==> src/rtl/des_linear_scheduler.sv <==
// Batch sequencer for one DES core that scores a linear approximation over every result.
// Define DES_LFSR_MSG_EN to advance plaintexts with a 64-bit LFSR instead of a +1 counter.
module des_linear_scheduler #(
    parameter int CNT_W = 32
) (
    input  logic             clk,
    input  logic             rst_n,
    input  logic             go,
    input  logic             abort,
    input  logic [1:64]      base_message,
    input  logic [CNT_W-1:0] nb_messages,
    input  logic [1:768]     round_keys_in,
    input  logic [1:64]      mask_in,
    input  logic [1:64]      mask_out,
    output logic             core_start,
    output logic [1:64]      core_message,
    output logic [1:768]     core_round_keys,
    input  logic             core_done,
    input  logic [1:64]      core_result,
    output logic             busy,
    output logic             done,
    output logic             aborted,
    output logic [CNT_W-1:0] issued,
    output logic [CNT_W-1:0] count
);

    typedef enum logic [1:0] {IDLE, ISSUE, WAIT, FINISH} state_t;

    state_t           state;
    logic [1:64]      msg_q;
    logic [1:64]      mask_in_q;
    logic [1:64]      mask_out_q;
    logic [1:768]     keys_q;
    logic [CNT_W-1:0] nb_q;
    logic             abort_pending;

    logic [1:64]      seed;
    logic [1:64]      next_msg;
    logic             hit;
    logic             last;

`ifdef DES_LFSR_MSG_EN
    // An all-zero seed would lock the LFSR, so it is replaced by 1.
    assign seed     = (base_message == 64'h0) ? 64'h1 : base_message;
    assign next_msg = {msg_q[64] ^ msg_q[63] ^ msg_q[61] ^ msg_q[60], msg_q[1:63]};
`else
    assign seed     = base_message;
    assign next_msg = msg_q + 64'd1;
`endif

    assign hit  = ~((^(msg_q & mask_in_q)) ^ (^(core_result & mask_out_q)));
    assign last = (issued + CNT_W'(1)) == nb_q;

    assign core_message    = msg_q;
    assign core_round_keys = keys_q;

    always_ff @(posedge clk or negedge rst_n) begin
        if (!rst_n) begin
            state         <= IDLE;
            msg_q         <= '0;
            mask_in_q     <= '0;
            mask_out_q    <= '0;
            keys_q        <= '0;
            nb_q          <= '0;
            abort_pending <= 1'b0;
            core_start    <= 1'b0;
            busy          <= 1'b0;
            done          <= 1'b0;
            aborted       <= 1'b0;
            issued        <= '0;
            count         <= '0;
        end else begin
            case (state)
                IDLE: begin
                    done       <= 1'b0;
                    core_start <= 1'b0;
                    if (go) begin
                        msg_q         <= seed;
                        nb_q          <= nb_messages;
                        keys_q        <= round_keys_in;
                        mask_in_q     <= mask_in;
                        mask_out_q    <= mask_out;
                        issued        <= '0;
                        count         <= '0;
                        aborted       <= 1'b0;
                        abort_pending <= 1'b0;
                        busy          <= 1'b1;
                        if (nb_messages == '0) begin
                            state <= FINISH;
                            done  <= 1'b1;
                        end else begin
                            state      <= ISSUE;
                            core_start <= 1'b1;
                        end
                    end
                end
                ISSUE: begin
                    core_start <= 1'b0;
                    if (abort) abort_pending <= 1'b1;
                    state <= WAIT;
                end
                // The in-flight result is always scored, even when an abort is pending.
                WAIT: begin
                    if (core_done) begin
                        count  <= count + CNT_W'(hit);
                        issued <= issued + CNT_W'(1);
                        if (last || abort_pending || abort) begin
                            state   <= FINISH;
                            done    <= 1'b1;
                            aborted <= abort_pending | abort;
                        end else begin
                            msg_q      <= next_msg;
                            core_start <= 1'b1;
                            state      <= ISSUE;
                        end
                    end else if (abort) begin
                        abort_pending <= 1'b1;
                    end
                end
                FINISH: begin
                    done          <= 1'b0;
                    busy          <= 1'b0;
                    abort_pending <= 1'b0;
                    state         <= IDLE;
                end
                default: state <= IDLE;
            endcase
        end
    end

endmodule
==> config.mk <==
export PLATFORM = sky130hd
export DESIGN_NAME = des_linear_scheduler
export DESIGN_NICKNAME = d
export VERILOG_FILES = /design/src/rtl/des_linear_scheduler.sv
export SDC_FILE = /design/constraint.sdc
export NUM_CORES = 2
export LEC_CHECK = 0
export CAP_MARGIN = 20
export CORE_AREA = 2 2 756 758
export DETAILED_ROUTE_END_ITERATION = 10
export DIE_AREA = 0 0 758 760
export PLACE_DENSITY = 0.3
export SYNTH_ARGS = -nofsm -noshare
export SYNTH_HDL_FRONTEND = slang
export SYNTH_SLANG_ARGS = --single-unit
export TNS_END_PERCENT = 20
==> constraint.sdc <==
create_clock -name clk -period 4.5 [get_ports clk]
set_clock_uncertainty 0.1 [all_clocks]
set_input_delay 1.35 -clock clk [delete_from_list [all_inputs] [get_ports clk]]
set_output_delay 1.35 -clock clk [all_outputs]
set_load 0.005 [all_outputs]
Yosys cells after proc, flatten, opt, wreduce, memory -nomap -nowiden. Index checks and enable logic that the tools add are counted.

Add/sub/neg operators: 3. Eq/ne operators: 9. Multiplexer cells: 33. Bitwise operators: 5. Reduce and logical (&&, ||, !) cells: 19.

Operators with widths (number): 2-to-1 mux 64 bit (3); AND 64 bit (2); case mux 32 bit (2 select lines) (2); case mux 64 bit (2 select lines) (1); parity 64 bit (2); 2-to-1 mux 32 bit (3); adder 64 x 1 -> 64 bit (second input constant) (1); adder 32 x 1 -> 32 bit (1); adder 32 x 1 -> 32 bit (second input constant) (1); == test 32 bit (1); logical NOT 32 bit (1); 2-to-1 mux 1 bit (14); inequality test 2 bit (second input constant) (5); AND reduction 3 bit (3); 2-to-1 mux 2 bit (4); case mux 2 bit (4 select lines) (1); AND reduction 2 bit (4); AND reduction 4 bit (2); case mux 1 bit (3 select lines) (2); nonzero test 3 bit (2); == test 2 bit (second input constant) (2); case mux 1 bit (2 select lines) (2); case mux 1 bit (4 select lines) (1); nonzero test 2 bit (2); 6 further kinds (7).

Flip-flop bits (word level): 1063. Bits of input ports: 1061. Output and inout bits: 900.

Depth between registers and ports, before layout.
Depth after elaboration: 7. Gate-level depth with buffers: 19.

Worst setup path after synthesis. No wires, ideal clock.

Kind: input to register. Start: input port core_result[1] (netlist bit). End: register count[28]. Setup time: 132 ps. Arrival: 4053 ps. Data required time: 4268 ps. Path slack: 215 ps. Stages on the path: 18. Cells stage by stage: nand2_1 > xor2_1 > xnor2_1 > xnor2_1 > xnor2_1 > xnor2_1 > xnor2_1 > xnor2_1 > ha_1 > ha_1 > nand2_1 > and4b_1 > and3_1 > nor2b_1 > and4_1 > nand2_1 > xor2_1 > nor2_1.

Cells in the longest elaborated chain, start to end: 7.

Ends and longest elaborated chain: from (decl) (RTL line 19) `input logic [1:64] core_result,`; AND 64 bit (RTL line 51) `assign hit = ~((^(msg_q & mask_in_q)) ^ (^(core_result & mask_out_q)));`; parity 64 bit (RTL line 51); XOR 1 bit (RTL line 51); NOT 1 bit (RTL line 51); adder 32 x 1 -> 32 bit (RTL line 105) `count <= count + CNT_W'(hit);`; 2-to-1 mux 32 bit (RTL line 104) `if (core_done) begin`; case mux 32 bit (2 select lines) (RTL line 73) `case (state)`; to (signal assigned) (RTL line 105); to (decl) (RTL line 24) `output logic [CNT_W-1:0] count`.

Every way passes these cells. The select of a mux whose other input is x is not followed. A chain may end at the register's enable or synchronous reset.

Worst setup path after layout.
Start: register issued[5]. End: register msg_q (netlist bit core_message[15]).

Cells in the longest elaborated chain, start to end: 6.

Ends and longest elaborated chain: from (decl) (RTL line 23) `output logic [CNT_W-1:0] issued,`; from (signal assigned) (RTL line 106) `issued <= issued + CNT_W'(1);`; adder 32 x 1 -> 32 bit (RTL line 52) `assign last = (issued + CNT_W'(1)) == nb_q;`; == test 32 bit (RTL line 52); logical OR 1 bit (2 in a row) (RTL line 107) `if (last || abort_pending || abort) begin`; inequality test 2 bit (no source line); AND reduction 4 bit (no source line); to (signal assigned) (RTL line 112) `msg_q <= next_msg;`; to (decl) (RTL line 30) `logic [1:64] msg_q;`.

Every way passes these cells.

==> impl_metrics.tcl <==
set metrics [dict create \
    status "completed" \
    synth_ff_type "dfrtp_1" \
    syn2layout_area_growth_pct 83.6 \
    synthesis.nets 4464 \
    path_max_fanout 10 \
    num_io_pins 1961 \
    globalplace.congestion 1.03 \
    timing.rr.end "core_message[15]" \
    ant_nets 0 \
    p_leak_nw 31.5 \
    synth_edf_count 0 \
    grt_max_degree 88 \
    relSlewSlack_pct 35.1 \
    clk_path_buf_depth 4 \
    antenna_found_initial 404 \
    vdd_drop_max_uv 2090 \
    maxCapViolations 0 \
    finalHoldViolations 0 \
    worst_slew_pin_slew_ns 0.966 \
    worstPathCellList "nand4_4, buf_4, or4_4, or3_4, a311o_1, or4_4, nor4_4, buf_12, buf_12, buf_4, nor4_1, buf_4, mux2i_1, a211o_1" \
    wire_per_inst_um 36.6 \
    die_height_um 760 \
    hold_slack_ns 0.313 \
    cts.sinks 1063 \
    final_cell_area_um2 83000 \
    period_minus_slack_ns 4.49 \
    multi_input_area_um2 18500 \
    synth_area_leader_cell "dfrtp_1" \
    crit_type "reg2reg" \
    drc 0 \
    final.period_utilization_pct 99.8 \
    netlist_area_um2 45200 \
    regArea_um2 26600 \
    clk_pin_slew_ns 0.06 \
    drv_slew 0 \
    postCtsHoldBufs 0 \
    final_common_cell "clkdlybuf4s50_1" \
    drtIter0Drc 2702 \
    cts_tree "yes" \
    async_flop_share_pct 100 \
    wl_mm 488 \
    powerDensity_nw_per_um2 857 \
    cp-start-kind "register" \
    ys_warn_count 0 \
    cts_buffers 170 \
    vias 41100 \
    synthCells 3395 \
    rsz0062_at_grt "yes" \
    first_global_vias 42000 \
    worst-r2r-cell-count 14 \
    fmax_mhz 223 \
    end_kind "register" \
    timing.rr.start "issued[5]" \
    seq_area_frac_synth_pct 58.9 \
    synth_area_leaders "dfrtp_1, mux2_2, xnor2_1" \
    grt_overflow 0 \
    ff2ff_setup_slack_ns 0.01 \
    max_stage_delay_ns 0.58 \
    nets 6706 \
    postPlaceCellArea_um2 76300 \
    fill_cells 63400 \
    core_area_um2 568000 \
    dr.pass1.iters 5 \
    setup_viol 0 \
    cp_data_arrival_time_ns 5.12 \
    syn_area_per_cell_um2 13.3 \
    via_per_inst 3.08 \
    cts.htree.levels 4 \
    die_area_um2 576000 \
    clock-root-buffer "clkbuf_16" \
    path_common_cell "buf_4" \
    grt.total_usage_pct 16.4 \
    synth_top_cell_area_share_pct 58.9 \
    io_buffer_count 1960 \
    layout_common_cells "clkdlybuf4s50_1, dfrtp_1, mux2_2, nand2_1, buf_4" \
    dp_hpwl_mm 428 \
    synth_cell_types 75 \
    hold_class "in2async" \
    ys_ff_latch 1063 \
    rows 277 \
    die_w_um 758 \
    grt_pass1_wl_mm 591 \
    clk-insertion-delay-late_ns 0.89 \
    start_util_pct 7.96 \
    cp_data_required_time_ns 5.13 \
    crit_slowest_cell "or4_4" \
    drive_above_1_share_pct 27.9 \
]
-- critical path: cells and delay by family, from the launching register on --
family	cells	cell delay, ns
simple gates	6	2.27
buf+inv	5	0.84
compound gates	2	0.59
flops	1	0.43
mux	1	0.11
-- state kept, by name, indices dropped and copies added (netlist names) --
signal / flops
abort_pending: 1
core_start: 1
core_message: 64
count: 32
mask_out_q: 64
issued: 32
aborted: 1
busy: 1
core_round_keys: 768
done: 1
state: 2
nb_q: 32
mask_in_q: 64
-- where the power goes --
group	leakage (nW)	internal [mW]	switching, mW
registers	12.7	14.3	3.38
logic	16.1	18.8	20.4
clock network	2.77	8.35	5.87
total	31.5	41.4	29.7
-- final cells by class --
type | count | share of cell area [%]
Clock buffer | 243 | 5.87
Inverter | 27 | 0.124
Sequential cell | 1063 | 32.1
Multi-Input combinational cell | 2121 | 22.3
Timing Repair Buffer | 2254 | 27.1
Tap cell | 7533 | 11.4
Clock inverter | 58 | 0.974
Antenna cell | 42 | 0.127
-- per-layer routing --
layer	share of wire (%)	track usage [%]	vias to the layer above
met5	0.18	0	-
met4	2.5	2.76	134
met3	9.7	6.50	855
met2	47	27.3	2371
met1	41	20.0	21100
li1	-	-	16700
-- synthesized netlist by cell type, drive strengths merged, types with 5 or more instances --
cell type,count
a211o,6
a211oi,10
a21o,8
a21oi,52
a22o,13
a22oi,15
a311oi,14
a31oi,9
and2,7
and3,32
and4,11
buf,32
clkbuf,152
dfrtp,1063
ha,8
inv,27
mux2,933
mux2i,21
nand2,263
nand2b,10
nand3,61
nand4,38
nand4b,7
nor2,114
nor2b,5
nor3,58
nor3b,6
nor4,41
o211ai,6
o21ai,57
o22ai,33
o31a,7
o31ai,7
or2,7
or3,11
or4,12
xnor2,128
xor2,60
-- cells by family after synthesis --
family	after synthesis	synth area share, %
flops	1063	58.9
mux	954	23.7
simple gates	692	7.49
compound gates	278	4.16
buf+inv	211	1.88
xor+xnor	188	3.64
fa+ha+maj	9	0.244
-- how the worst max path moves through the flow --
| stage | slack (ns) | start | end |
|---|---|---|---|
| after floorplan | 0.22 | core_result[1] | count[28] |
| after global placement | -2.36 | core_result[60] | count[30] |
| after detailed placement | -2.28 | core_result[60] | count[30] |
| after CTS | -0.03 | issued[2] | core_message[56] |
| after global routing | -0.09 | issued[5] | core_message[28] |
| final | 0.01 | issued[5] | core_message[15] |
-- what timing repair did --
action,4_1_cts,5_1_grt
setup buffers,7,0
endpoints found under the setup margin,88,45
cloned,0,1
gates resized for setup,73,73
pin swaps,22,50
-- metrics by stage --
stage	power (mW)	TNS [ns]	utilization (%)	instances	worst slack [ns]
global route	74.6	-0.382	14.6	13300	-0.0857
global placement	53.0	-68.61	13.4	13000	-2.36
CTS	71.4	-0.0518	14.5	13300	-0.0340
finish	71.1	0	14.6	13300	0.00955
floorplan	28.3	0	-	3395	0.215
detailed placement	52.8	-67.24	13.4	13000	-2.28
No activity file was read; power rests on OpenSTA's default activity.
